===== config.mk =====
export PLATFORM = sky130hd
export DESIGN_NAME = multicycle_control
export DESIGN_NICKNAME = d
export VERILOG_FILES = /design/src/rtl/multicycle_control.sv
export SDC_FILE = /design/constraint.sdc
export NUM_CORES = 1
export LEC_CHECK = 0
export BUFFER_PORTS_ARGS = -buffer_cell sky130_fd_sc_hd__buf_2
export CAP_MARGIN = 30
export CORE_MARGIN = 2
export CORE_UTILIZATION = 57
export CTS_BUF_LIST = sky130_fd_sc_hd__clkbuf_4 sky130_fd_sc_hd__clkbuf_8
export DETAILED_ROUTE_END_ITERATION = 8
export PLACE_DENSITY = 0.83
export SLEW_MARGIN = 20
export SYNTH_ARGS = -nofsm -noshare
export SYNTH_HDL_FRONTEND = slang
export SYNTH_SLANG_ARGS = --single-unit

===== constraint.sdc =====
create_clock -name clk -period 2.64 [get_ports clk]
set_clock_uncertainty 0.1 [all_clocks]
set_input_delay 0.132 -clock clk [delete_from_list [all_inputs] [get_ports clk]]
set_output_delay 0.132 -clock clk [all_outputs]
set_load 0.05 [all_outputs]

===== src/rtl/multicycle_control.sv =====
`default_nettype none
// ============================================================================
// Module   : multicycle_control
// Purpose  : Control FSM for a multicycle MIPS-style datapath. Sequences
//            fetch / decode / execute / memory / write-back states, generates
//            datapath control strobes and traps on illegal opcodes or memory
//            accesses that exceed MEM_TIMEOUT wait cycles.
// Ports    : clk, rst_n (async, active-low)
//            opcode[5:0]  instruction[31:26], valid from DECODE onward
//            mem_ready    completion strobe for the current memory access
//            trap_clr     leave TRAP and return to FETCH
//            PCWrite, PCWriteCond, IorD, MemRead, MemWrite, MemtoReg,
//            IRWrite, ALUSrcA, RegWrite, RegDst, PCSource[1:0],
//            ALUSrcB[1:0], ALUOp[ALUOP_W-1:0]   datapath controls
//            done   one-cycle pulse on the last cycle of an instruction
//            trap   high while in TRAP
//            state  current state code (debug)
// Revision : 1.0 - initial release
// ============================================================================
module multicycle_control #(
  parameter int ALUOP_W     = 3,
  parameter int MEM_TIMEOUT = 15
) (
  input  logic               clk,
  input  logic               rst_n,
  input  logic [5:0]         opcode,
  input  logic               mem_ready,
  input  logic               trap_clr,
  output logic               PCWrite,
  output logic               PCWriteCond,
  output logic               IorD,
  output logic               MemRead,
  output logic               MemWrite,
  output logic               MemtoReg,
  output logic               IRWrite,
  output logic               ALUSrcA,
  output logic               RegWrite,
  output logic               RegDst,
  output logic [1:0]         PCSource,
  output logic [1:0]         ALUSrcB,
  output logic [ALUOP_W-1:0] ALUOp,
  output logic               done,
  output logic               trap,
  output logic [3:0]         state
);

  typedef enum logic [3:0] {
    S_FETCH  = 4'd0,
    S_DECODE = 4'd1,
    S_MEMADR = 4'd2,
    S_MEMRD  = 4'd3,
    S_MEMWB  = 4'd4,
    S_MEMWR  = 4'd5,
    S_EXEC   = 4'd6,
    S_ALUWB  = 4'd7,
    S_BRANCH = 4'd8,
    S_JUMP   = 4'd9,
    S_IMMEX  = 4'd10,
    S_IMMWB  = 4'd11,
    S_TRAP   = 4'd12
  } state_t;

  localparam logic [2:0] c_aluAdd   = 3'b000;
  localparam logic [2:0] c_aluSub   = 3'b001;
  localparam logic [2:0] c_aluFunct = 3'b010;
  localparam logic [2:0] c_aluAnd   = 3'b011;
  localparam logic [2:0] c_aluSlt   = 3'b100;
  localparam logic [2:0] c_aluOr    = 3'b111;

  localparam logic [5:0] c_opRtype = 6'b000000;
  localparam logic [5:0] c_opLw    = 6'b100011;
  localparam logic [5:0] c_opSw    = 6'b101011;
  localparam logic [5:0] c_opBeq   = 6'b000100;
  localparam logic [5:0] c_opJ     = 6'b000010;
  localparam logic [5:0] c_opAddi  = 6'b001000;
  localparam logic [5:0] c_opAndi  = 6'b001100;
  localparam logic [5:0] c_opOri   = 6'b001101;
  localparam logic [5:0] c_opSlti  = 6'b001010;

  localparam logic [7:0] c_memTimeout = 8'(MEM_TIMEOUT);

  state_t     r_state;
  state_t     w_nextState;
  logic [5:0] r_opQ;
  logic [7:0] r_waitCnt;
  logic       w_waitState;
  logic       w_timeout;
  logic [2:0] w_aluOp;

  // States that wait on mem_ready and are subject to the timeout.
  assign w_waitState = (r_state == S_FETCH) || (r_state == S_MEMRD) ||
                       (r_state == S_MEMWR);
  // mem_ready wins over the timeout when both happen in the same cycle.
  assign w_timeout   = (r_waitCnt == c_memTimeout) && !mem_ready;

  // --------------------------------------------------------------------------
  // State, latched opcode and wait counter
  // --------------------------------------------------------------------------
  always_ff @(posedge clk or negedge rst_n) begin
    if (!rst_n) begin
      r_state   <= S_FETCH;
      r_opQ     <= 6'd0;
      r_waitCnt <= 8'd0;
    end else begin
      r_state <= w_nextState;
      if (r_state == S_DECODE) begin
        r_opQ <= opcode;
      end
      // Any state change clears the counter, so every entry into a wait
      // state starts counting from zero.
      if (w_nextState != r_state) begin
        r_waitCnt <= 8'd0;
      end else if (w_waitState && !mem_ready) begin
        r_waitCnt <= r_waitCnt + 8'd1;
      end
    end
  end

  // --------------------------------------------------------------------------
  // Next-state logic
  // --------------------------------------------------------------------------
  always_comb begin
    w_nextState = r_state;
    case (r_state)
      S_FETCH: begin
        if (mem_ready)      w_nextState = S_DECODE;
        else if (w_timeout) w_nextState = S_TRAP;
      end
      S_DECODE: begin
        // op_q is not yet loaded here, so decode the live opcode.
        case (opcode)
          c_opRtype:                            w_nextState = S_EXEC;
          c_opLw, c_opSw:                       w_nextState = S_MEMADR;
          c_opBeq:                              w_nextState = S_BRANCH;
          c_opJ:                                w_nextState = S_JUMP;
          c_opAddi, c_opAndi, c_opOri, c_opSlti: w_nextState = S_IMMEX;
          default:                              w_nextState = S_TRAP;
        endcase
      end
      S_MEMADR: w_nextState = (r_opQ == c_opLw) ? S_MEMRD : S_MEMWR;
      S_MEMRD: begin
        if (mem_ready)      w_nextState = S_MEMWB;
        else if (w_timeout) w_nextState = S_TRAP;
      end
      S_MEMWB: w_nextState = S_FETCH;
      S_MEMWR: begin
        if (mem_ready)      w_nextState = S_FETCH;
        else if (w_timeout) w_nextState = S_TRAP;
      end
      S_EXEC:   w_nextState = S_ALUWB;
      S_ALUWB:  w_nextState = S_FETCH;
      S_BRANCH: w_nextState = S_FETCH;
      S_JUMP:   w_nextState = S_FETCH;
      S_IMMEX:  w_nextState = S_IMMWB;
      S_IMMWB:  w_nextState = S_FETCH;
      S_TRAP: begin
        if (trap_clr) w_nextState = S_FETCH;
      end
      default:  w_nextState = S_TRAP;
    endcase
  end

  // --------------------------------------------------------------------------
  // Output decode
  // --------------------------------------------------------------------------
  always_comb begin
    PCWrite     = 1'b0;
    PCWriteCond = 1'b0;
    IorD        = 1'b0;
    MemRead     = 1'b0;
    MemWrite    = 1'b0;
    MemtoReg    = 1'b0;
    IRWrite     = 1'b0;
    ALUSrcA     = 1'b0;
    RegWrite    = 1'b0;
    RegDst      = 1'b0;
    PCSource    = 2'b00;
    ALUSrcB     = 2'b00;
    w_aluOp     = c_aluAdd;
    done        = 1'b0;
    trap        = 1'b0;
    case (r_state)
      S_FETCH: begin
        MemRead = 1'b1;
        ALUSrcB = 2'b01;
        // Gated by rst_n so nothing is written while reset holds FETCH.
        IRWrite = mem_ready & rst_n;
        PCWrite = mem_ready & rst_n;
      end
      S_DECODE: ALUSrcB = 2'b11;
      S_MEMADR: begin
        ALUSrcA = 1'b1;
        ALUSrcB = 2'b10;
      end
      S_MEMRD: begin
        MemRead = 1'b1;
        IorD    = 1'b1;
      end
      S_MEMWB: begin
        RegWrite = 1'b1;
        done     = 1'b1;
      end
      S_MEMWR: begin
        MemWrite = 1'b1;
        IorD     = 1'b1;
        done     = mem_ready;
      end
      S_EXEC: begin
        ALUSrcA = 1'b1;
        w_aluOp = c_aluFunct;
      end
      S_ALUWB: begin
        RegDst   = 1'b1;
        MemtoReg = 1'b1;
        RegWrite = 1'b1;
        done     = 1'b1;
      end
      S_BRANCH: begin
        ALUSrcA     = 1'b1;
        w_aluOp     = c_aluSub;
        PCWriteCond = 1'b1;
        PCSource    = 2'b01;
        done        = 1'b1;
      end
      S_JUMP: begin
        PCWrite  = 1'b1;
        PCSource = 2'b10;
        done     = 1'b1;
      end
      S_IMMEX: begin
        ALUSrcA = 1'b1;
        ALUSrcB = 2'b10;
        case (r_opQ)
          c_opAndi: w_aluOp = c_aluAnd;
          c_opOri:  w_aluOp = c_aluOr;
          c_opSlti: w_aluOp = c_aluSlt;
          default:  w_aluOp = c_aluAdd;
        endcase
      end
      S_IMMWB: begin
        MemtoReg = 1'b1;
        RegWrite = 1'b1;
        done     = 1'b1;
      end
      S_TRAP:  trap = 1'b1;
      default: ;
    endcase
  end

  // Codes occupy the low three bits; anything wider is zero-extended.
  always_comb begin
    ALUOp      = '0;
    ALUOp[2:0] = w_aluOp;
  end

  assign state = r_state;

endmodule
`default_nettype wire


==> results.ini <==
[status]
outcome=finished, final reports clean

[run]
cap_violations=0

[place]
routabilityCongestion=0.852
hpwl_mm=2.82
port-buffer-count=32

[route]
vias=1500
viasPerCell=6.38
antenna_left=0
drt_wl_total_mm=3.68
drtIter0Drc=112
drcViolationCount=0
wire_per_inst_um=15.6
firstDrtPassIters=4

[synth]
ys_async_sr_fraction_pct=100
synth-seq-area-share_pct=28.9
synthesis.area_um2=1560
synthTopCellsByArea=dfrtp_1 29%, nand2_1 7.2%, xnor2_1 3.9%
syn_inst=177
synth_seq_cells=18
syn_area_per_cell_um2=8.81
mappedNetlistNets=188
synth.distinct_cells=61
synth_top_cell_by_area=dfrtp_1
yosysWarnings=0
synth-edff-count=0
ys.flop_type=dfrtp_1
synth_top_area_share_pct=28.9

[power_and_ir_drop]
powerDensity_nw_per_um2=1150
seq_power_share_pct=24.4
leakage_uw=0.000753
power_switching_uw=1190
p_clk_share_pct=8.4
peakVddDrop_uv=1010
swShare_pct=59.0
intPower_uw=827
fin_total_pwr_uw=2020
combPwrFrac_pct=67.2

[global_route]
antenna_found_initial=0
grt_pass1_wl_mm=6.16
grt_overflow=0
grt_usage_pct=23.9
grt_pass1_vias=1340
grt_max_degree=20

[final_layout]
n_antenna_cell=0
drive_gt1_share_pct=29.8
nets=217
seqCellArea_um2=450
fill_cells=218
area_growth_pct=12.1
multi_input_comb_area_um2=1000

[critical_path]
ff2ff_setup_slack_ns=0.32
critical_path_buf_inv_count=1
cp_slowest_cell=dfrtp_1
critPathCaptureType=primary output
worstSetupPathType=flop to primary output
path_cells=nand2b_1 > nor4b_2 > nand3_1 > a21oi_1 > buf_2
worstPathMaxFanout=13
cp_slowest_stage_delay_ns=0.64
worstPathRequired_ns=2.41
startpoint_type=flop
worstPathArrival_ns=2.23
r2r_end=r_waitCnt[0]$_DFFE_PN0P_
reg2reg_depth=4
crit_family=simple AND/OR/NAND/NOR gates
rr_startpoint=state[0]$_DFF_PN0_

[die]
die_y_um=56.3
rows=18
die_w_um=56.3
start_util_pct=61.3
core_region_area_um2=2540
die_area_um2=3170
io_pins=33

[cts]
root_buffer=clkbuf_4
cts_tree=done
clk_pin_slew_ns=0.10
postCtsSetupRepairBufs=0
cts.sinks=18
cts_buffers=3
h-tree-depth=1
clockBufferDepth=2
clock_latency_ns=0.30

[sta]
fmax_mhz=407
finalSetupViolCount=0
period_share_pct=93.2
drv_slew=0
worst_pin_slew_ns=0.587
tns_ns=0
hold_viol_final=0
maxSlewHeadroom_pct=60.3
fin_crit_ns=2.46
rsz0062_at_grt=no

[min_path]
holdPathStages=3
min_path_type=input pin to flop
hold_start=opcode[2]
hold_end=r_opQ[2]$_DFFE_PN0P_

==> how the worst max path moves through the flow <==
stage                     depth (start not counted)                       end               start
after detailed placement                          4  r_waitCnt[0]$_DFFE_PN0P_  state[0]$_DFF_PN0_
after global placement                            4  r_waitCnt[2]$_DFFE_PN0P_  state[0]$_DFF_PN0_
after global routing                              5                  ALUOp[1]  state[3]$_DFF_PN0_
after CTS                                         5                  ALUOp[1]  state[3]$_DFF_PN0_
final                                             5                  ALUOp[1]  state[3]$_DFF_PN0_
after floorplan                                   4                   PCWrite  state[3]$_DFF_PN0_
==> state kept, by name, summed over array words and instances, names as in the netlist <==
signal	count
r_waitCnt	8
r_opQ	6
state	4
==> tightest hold or removal path: stages <==
cell and delay, ns:
buf_2 0.13, nand2_1 0.06, nand2_1 0.04
==> synthesized netlist by cell type (all sizes together) (2+ instances only) <==
library cell,n
nand2,31
dfrtp,18
nor2,12
nor4,11
o21ai,10
nor3,9
buf,8
a21oi,7
xnor2,7
clkbuf,5
inv,5
nand3,5
nand2b,4
nor4b,3
or3,3
a2111oi,2
a211oi,2
a21boi,2
and3,2
nand4,2
nor2b,2
o221ai,2
or2,2
xor2,2
==> layer usage <==
| metal | vias up | routed length [µm] | track usage [%] |
|---|---|---|---|
| met5 | - | 0 | 0 |
| met4 | 0 | 85 | 7.48 |
| met3 | 10 | 258 | 3.46 |
| met2 | 64 | 1750 | 38.0 |
| met1 | 716 | 1590 | 33.8 |
| li1 | 710 | - | - |
==> cell usage in the layout, fill, tap and decap left out, drive strengths merged, types with 3 or more instances in the layout <==
cell,instances
o21ai,10
clkbuf,4
nor3,9
nor2,12
xnor2,7
nand2b,4
or3,3
dfrtp,18
nor4,11
buf,35
nor4b,3
nand2,31
nand3,5
inv,5
a21oi,7
==> area by class of cell <==
class,instances,share of cell area (%)
timing repair buffer,37,11.6
sequential,18,25.8
tap,30,2.15
inverter,5,1.07
clock buffer,4,2.08
multi-input combinational,141,57.3
==> power by group through the flow <==
stage	Combinational [µW]	Sequential, µW	Clock [µW]
floorplan	1110	497	0
global placement	1320	484	0
detailed placement	1340	493	0
CTS	1340	487	169
global route	1440	513	178
finish	1350	492	169
==> what timing repair did <==
item	CTS	global route
hold buffers	2	0
hold endpoints to repair	19	0
gates resized for setup	0	1
endpoints found under the setup margin	0	2
==> metrics by stage <==
step	std cells	cell area [µm²]	utilization (%)	worst slack (ns)	hold slack, ns
6_report	235	1750	68.7	0.181	0.00499
5_1_grt	235	1750	68.7	0.0753	0.0260
4_1_cts	235	1740	68.4	0.0553	0.00910
3_5_place_dp	229	1690	66.2	0.356	-0.0139
3_3_place_gp	229	1690	66.2	0.451	-0.0193
2_1_floorplan	177	1580	-	0.0168	-0.264
==> kinds of logic after synthesis <==
logic type | share of synthesized area (%)
DFF | 28.9
adders and majority gates | 0.802
AOI/OAI and AO/OA | 21.5
xor gates and xnor gates | 5.06
buffers and inverters | 8.27
muxes | 0.642
and+or+nand+nor | 34.8
Power figures use the tool's default switching activity.
